$ cat config.mk
export PLATFORM = sky130hd
export DESIGN_NAME = wb_cfg_arbiter
export DESIGN_NICKNAME = d
export VERILOG_FILES = /design/src/rtl/wb_cfg_arbiter.sv
export SDC_FILE = /design/constraint.sdc
export NUM_CORES = 1
export LEC_CHECK = 0
export CORE_MARGIN = 2
export CORE_UTILIZATION = 25
export CTS_CLUSTER_SIZE = 10
export DETAILED_ROUTE_END_ITERATION = 7
export PLACE_DENSITY = 0.55
export SLEW_MARGIN = 20
export SYNTH_ARGS = -nofsm -noshare
export SYNTH_HDL_FRONTEND = slang
export SYNTH_SLANG_ARGS = --single-unit
$ cat constraint.sdc
create_clock -name wb_clk_i -period 2.9 [get_ports wb_clk_i]
set_clock_uncertainty 0.1 [all_clocks]
set_input_delay 0.435 -clock wb_clk_i [delete_from_list [all_inputs] [get_ports wb_clk_i]]
set_output_delay 0.435 -clock wb_clk_i [all_outputs]
set_load 0.005 [all_outputs]
$ cat src/rtl/wb_cfg_arbiter.sv
// Two-requester round-robin arbiter driving a single Wishbone classic master port
// for a 1K-word configuration space, with per-transaction ack/err/timeout reporting.
module wb_cfg_arbiter #(
    parameter int unsigned TIMEOUT = 256
) (
    input  logic        wb_clk_i,
    input  logic        wb_rst_n_i,
    input  logic        req0_i,
    input  logic        we0_i,
    input  logic [31:0] adr0_i,
    input  logic [3:0]  sel0_i,
    input  logic [31:0] dat0_i,
    input  logic        req1_i,
    input  logic        we1_i,
    input  logic [31:0] adr1_i,
    input  logic [3:0]  sel1_i,
    input  logic [31:0] dat1_i,
    output logic        done0_o,
    output logic [31:0] rdat0_o,
    output logic        err0_o,
    output logic        to0_o,
    output logic        done1_o,
    output logic [31:0] rdat1_o,
    output logic        err1_o,
    output logic        to1_o,
    output logic [9:0]  wb_adr_o,
    output logic [31:0] wb_dat_o,
    output logic [3:0]  wb_sel_o,
    output logic        wb_we_o,
    output logic        wb_cyc_o,
    output logic        wb_stb_o,
    input  logic [31:0] wb_dat_i,
    input  logic        wb_ack_i,
    input  logic        wb_err_i,
    output logic        busy_o
);

    typedef enum logic [1:0] {IDLE, ACTIVE, RESP} state_t;

    localparam logic [15:0] WAIT_LAST = 16'(TIMEOUT - 1);

    state_t      state;
    logic        gnt;       // requester owning the current transaction
    logic        last_gnt;  // requester granted most recently
    logic [15:0] wait_cnt;

    logic        grant_sel;
    logic        sel_we;
    logic [31:0] sel_adr;
    logic [3:0]  sel_sel;
    logic [31:0] sel_dat;
    logic        term;
    logic        is_err;
    logic        is_to;
    logic        unused_adr_bits;

    // Under contention the requester not served last wins; a lone request always wins.
    assign grant_sel = (req0_i && req1_i) ? ~last_gnt : req1_i;
    assign sel_we    = grant_sel ? we1_i  : we0_i;
    assign sel_adr   = grant_sel ? adr1_i : adr0_i;
    assign sel_sel   = grant_sel ? sel1_i : sel0_i;
    assign sel_dat   = grant_sel ? dat1_i : dat0_i;

    // A slave response on the final wait cycle counts as a response, not a timeout.
    assign term   = wb_ack_i || wb_err_i || (wait_cnt == WAIT_LAST);
    assign is_err = wb_err_i || !wb_ack_i;
    assign is_to  = !wb_err_i && !wb_ack_i;

    assign busy_o = (state != IDLE);

    assign unused_adr_bits = ^{sel_adr[31:12], sel_adr[1:0]};

    // NOTE: all state and registered outputs use non-blocking assignments so every
    // read in this block sees the pre-edge value regardless of statement order.
    always_ff @(posedge wb_clk_i or negedge wb_rst_n_i) begin
        if (!wb_rst_n_i) begin
            state    <= IDLE;
            gnt      <= 1'b0;
            last_gnt <= 1'b1;
            wait_cnt <= '0;
            wb_adr_o <= '0;
            wb_dat_o <= '0;
            wb_sel_o <= '0;
            wb_we_o  <= 1'b0;
            wb_cyc_o <= 1'b0;
            wb_stb_o <= 1'b0;
            done0_o  <= 1'b0;
            err0_o   <= 1'b0;
            to0_o    <= 1'b0;
            rdat0_o  <= '0;
            done1_o  <= 1'b0;
            err1_o   <= 1'b0;
            to1_o    <= 1'b0;
            rdat1_o  <= '0;
        end else begin
            // Completion flags are single-cycle pulses by default.
            done0_o <= 1'b0;
            err0_o  <= 1'b0;
            to0_o   <= 1'b0;
            done1_o <= 1'b0;
            err1_o  <= 1'b0;
            to1_o   <= 1'b0;

            case (state)
                IDLE: begin
                    if (req0_i || req1_i) begin
                        gnt      <= grant_sel;
                        last_gnt <= grant_sel;
                        wb_we_o  <= sel_we;
                        wb_adr_o <= sel_adr[11:2];
                        wb_sel_o <= sel_sel;
                        wb_dat_o <= sel_we ? sel_dat : 32'h0;
                        wb_cyc_o <= 1'b1;
                        wb_stb_o <= 1'b1;
                        wait_cnt <= '0;
                        state    <= ACTIVE;
                    end
                end

                ACTIVE: begin
                    if (term) begin
                        wb_cyc_o <= 1'b0;
                        wb_stb_o <= 1'b0;
                        state    <= RESP;
                        if (gnt) begin
                            done1_o <= 1'b1;
                            err1_o  <= is_err;
                            to1_o   <= is_to;
                            if (wb_ack_i && !wb_err_i && !wb_we_o) rdat1_o <= wb_dat_i;
                        end else begin
                            done0_o <= 1'b1;
                            err0_o  <= is_err;
                            to0_o   <= is_to;
                            if (wb_ack_i && !wb_err_i && !wb_we_o) rdat0_o <= wb_dat_i;
                        end
                    end else if (wait_cnt != 16'hFFFF) begin
                        wait_cnt <= wait_cnt + 16'd1;
                    end
                end

                RESP: state <= IDLE;

                default: state <= IDLE;
            endcase
        end
    end

endmodule
; ---- After elaboration in Yosys (flattened, before gate mapping)
; Cells that the tools add are included.
[op_classes]
reduce_logical = 20
n_mul = 0
bitwise_logic = 2
addsub = 1
order_cmp = 0
shifts = 0
eq_ne = 7
mux = 34
div_mod_pow = 0
[ops]
columns = operator, count
row1 = $mux 32, 2
row2 = $mux 16, 3
row3 = $pmux 16 s2, 1
row4 = $mux 1, 22
row5 = $add 16x1->16 const B, 1
row6 = $eq 16x8->1 const B, 1
row7 = $ne 16x16->1 const B, 1
row8 = $mux 12, 1
row9 = $reduce_and 4->1, 3
row10 = $ne 2x2->1 const B, 4
row11 = $logic_and 1x1->1, 4
row12 = $logic_or 1x1->1, 4
row13 = $mux 2, 2
row14 = $mux 4, 1
row15 = $pmux 2 s2, 1
row16 = $reduce_and 2->1, 2
row17 = $reduce_bool 2->1, 2
row18 = $logic_not 1->1, 3
row19 = $reduce_and 3->1, 1
row20 = $eq 2x1->1 const B, 1
row21 = $logic_not 2->1, 1
row22 = $not 1->1, 2
row23 = $pmux 1 s2, 1
[totals]
in_bits = 176
mem_bits_rw = 0
mem_bits_ro = 0
output_inout_bits = 120
wordCells = 81
latchBits = 0
mem_count = 0
register_bits = 138

; ---- Longest topological paths before layout
[logic_depth]
ltp_word = 5
ltp_mapped = 7
mapped_depth_nobuf = 7

; ---- Worst setup path after synthesis
; OpenSTA, ideal clock, no wires.
[synth_timing]
path_type = flip-flop to flip-flop
startpoint = register wait_cnt[0]
endpoint = register wait_cnt[11]
n_path_buf = 0
t_required_ns = 2.704
slack_ns = 0.843
path_stages_with_launch = 7
setup_ns = 0.096
period_less_slack_ns = 2.057
arrival_ns = 1.862
path_cell_list = dfrtp_1 ha_1 nand4_1 or4_1 a31oi_4 o21ai_1 o31ai_1
[synth_via]
elab_chain_len = 4
elab_cells_between_ends = 10
classes_between = add/sub (1) / eq/ne (4) / mux (3) / reduce/logical (2)
[synth_lines]
columns = element, line_no
row1 = "start, declared", 45  ; logic [15:0] wait_cnt;
row2 = "start signal, assigned", 137  ; wait_cnt <= wait_cnt + 16'd1;
row3 = $add 16x1->16 or $eq 16x8->1 (tied branches), "137, 65"
row4 = $mux 16 or $logic_or 1x1->1 (tied branches), "136, 65"
row5 = $mux 16 or $ne 2x2->1 (tied branches), n/a
row6 = $pmux 16 s2 or $reduce_and 4->1 (tied branches), n/a
; Parallel ways exist; a longest one is shown, timed or not. The select of a mux whose other input is x is not followed.
; A chain may end at the register's enable or synchronous reset.

; ---- Worst setup path after layout
[layout_timing]
startpoint = register wait_cnt[0]
endpoint = register wait_cnt[8]
; The elaborated chain is that of the path after synthesis.

==> metrics <==
met3 wire len=1384 µm; Min-Delay Path Class=flip-flop to flip-flop; layout cells sized above 1=0.07540; Post-Synth Adder-Cell Area=0.002125; Synth Register Bits=138; CTS Sinks=138; Synth area leader=dfrtp_1; H-tree Lvls=4; Leak=3.956 nW; post-synth cell types=44; worst slew pin tran=499.0 ps; input/output buffers=251; number of diodes=0; dpl ws=469.2 ps; WL final=16,160 µm; largest net degree at the start of global routing=67; initial antenna violation count=0; largest family of logic cells by synthesized area=multiplexers; Post-synth EDFFs=0; worst-path fanout max=9; maximum vdd drop=0.0002915 V; WL/cell=15.03 µm; post-CTS sizing=0; Seq/Total Area, Yosys=0.5867; Worst-path clk slew=60 ps; clk_lat worst skew=410 ps; top cells by area, synth=dfrtp_1, mux2_1, mux2i_1; met2 wire len=7522 µm; Final Max Tran Viols=0; Die Ht=157.5 µm; GRT Util Overall=0.1316; area fraction of the dominant cell type after synthesis=0.5822; Hold Vio Cnt, Final=0; area delta synth->final=59.69%; DRT met1 WL=7062 µm; simple-gate share of the synthesized area=0.09541; RSZ-0062 raised after global routing=no; final setup violation count=0; Syn Area/Cell=12.07 µm²; Top Ports=296; routability cong.=0.7615; Most used DFF post-synth=dfrtp_1; final setup TNS=0 ps; crit share post-route=0.8317; # DRC=0; Worst setup EP type=flip-flop; Floorplan Core Area=23,260 µm²; die footprint=24,800 µm²; WS Path Type=flip-flop to flip-flop; multiplexer area fraction after synthesis=0.2076; Synth warnings=0; total CTS buffers=17; Worst slew margin=0.6667; Syn Nets=665; CTS tree=yes; asr flop ratio synth=1.000; die width=157.5 µm; WP data required=3110 ps; max layer used=met4; via count=4,644; Initial DRT Pass Iterations=4; CP Launch Type=flip-flop; Post-Syn Area=5888 µm²; Worst EP arrival=2620 ps; Synth Area in Compound Gates=0.08585; XOR/XNOR share of the synthesized area=0; hold_ws=381.2 ps; outcome=completed; row count=56; first-pass GRT wire length=25,230 µm; total gr overflow=0; vias in the first global route=4,794; DP HPWL=11,620 µm; power density over cell area=886.8 nW/µm²; total power=0.008338 W; 1st-iter DRT viols=212; setup ws final=488.0 ps; Root Buffer=clkbuf_16; fmax=0.4146 GHz; Clock Tree Buf Depth=2; Antenna Nets Post-Route=0; Final Net Count=921; final critical-path required period=2412 ps; starting density of the core=0.2531; vias per cell=4.320; max-capacitance violation count=0; Synth Instances=488
==> final timing paths <==
path | from | end | slack, ps | depth (start not counted)
hold / removal | wb_adr_o[7] | wb_adr_o[7] | 380 | 2
setup / recovery | wait_cnt[0] | wait_cnt[8] | 490 | 6
max in group asynchronous | wb_rst_n_i | last_gnt | 1600 | 3
hold reg to reg | wb_adr_o[7] | wb_adr_o[7] | 380 | 2
setup reg to reg | wait_cnt[0] | wait_cnt[8] | 490 | 6
min in group asynchronous | wb_rst_n_i | rdat1_o[22] | 410 | 2
==> where the power goes <==
part           internal (W)  switching [W]  total, W
clock network       0.00112       0.000875   0.00199
logic               0.00198        0.00127   0.00324
registers           0.00269       0.000413   0.00311
total               0.00578        0.00255   0.00834
==> metrics by stage <==
stage                     std cells  area, µm²    util
final                          1075       9403  0.4042
after global routing           1075       9403  0.4042
after CTS                      1075       9403  0.4042
after detailed placement       1043       8857  0.3808
after global placement         1043       8857  0.3808
after floorplan                 488       5888       -
==> kinds of logic after synthesis <==
| kind of cell | count (synthesis) |
|---|---|
| AOI/OAI and AO/OA | 84 |
| adders and majority gates | 1 |
| buffers and inverters | 30 |
| DFF | 138 |
| muxes | 114 |
| and+or+nand+nor | 121 |
==> critical path: stages (launching register included) <==
cell     delay [ps]
dfrtp_1         410
ha_1            240
nand4_1         230
or4_1           710
a31oi_4         410
o21ai_1         120
o31ai_1          80
==> registers in the layout, indices dropped and copies added, names as in the netlist <==
name,flops
gnt,1
to1_o,1
wb_sel_o,4
err1_o,1
wb_dat_o,32
to0_o,1
done1_o,1
wb_adr_o,10
wb_stb_o,1
rdat0_o,32
done0_o,1
err0_o,1
state,2
wb_we_o,1
last_gnt,1
wait_cnt,16
rdat1_o,32
==> what timing repair did <==
item / in CTS / in global routing
setup buffers: 0 / 0
hold buffers: 1 / 0
hold endpoints to repair: 40 / 0
==> layout make-up <==
| cell class | instances | area [µm²] |
|---|---|---|
| multi-input cells | 320 | 2333 |
| fillers | 2302 | 13860 |
| inverters | 5 | 18.77 |
| well taps | 319 | 399.1 |
| repair buffers | 262 | 2661 |
| clock inverters | 13 | 96.34 |
| clock buffers | 18 | 439.2 |
| flip-flops and latches | 138 | 3455 |
==> routing by layer <==
layer / track usage / vias to the layer above
li1: - / 2244
met2: 0.2129 / 177
met3: 0.05562 / 12
met5: 0 / -
met4: 0.03550 / 0
met1: 0.1612 / 2211
==> Yosys cell counts (2+ instances only) <==
cell	number
or4_4	2
mux2i_1	49
dfrtp_1	137
nor4_2	2
nor3_1	5
o31ai_1	4
buf_2	12
nand3_1	7
mux2_1	64
nor2b_1	2
or4_1	3
a31oi_1	4
nand2_1	71
nand4_1	6
o21ai_1	58
or3_1	2
clkbuf_1	11
inv_1	4
nand2b_1	2
nor2_1	14
a21oi_1	6
==> layout by cell type (no fill, tap or decap), drive strengths merged, types with 2 or more instances in the layout <==
cell | Yosys | layout
clkdlybuf4s50 | 0 | 250
dfrtp | 137 | 137
nand2 | 72 | 72
mux2 | 65 | 65
o21ai | 58 | 58
mux2i | 49 | 49
clkbuf | 11 | 18
nor2 | 14 | 14
buf | 14 | 11
nand3 | 8 | 8
inv | 5 | 8
nand4 | 6 | 6
a21oi | 6 | 6
nor3 | 5 | 5
clkinvlp | 0 | 5
a31oi | 5 | 5
or4 | 5 | 5
clkinv | 0 | 5
o31ai | 4 | 4
nor2b | 2 | 2
nand2b | 2 | 2
or3 | 2 | 2
o41ai | 2 | 2
nor4 | 2 | 2
(Power assumes the default switching activity.)
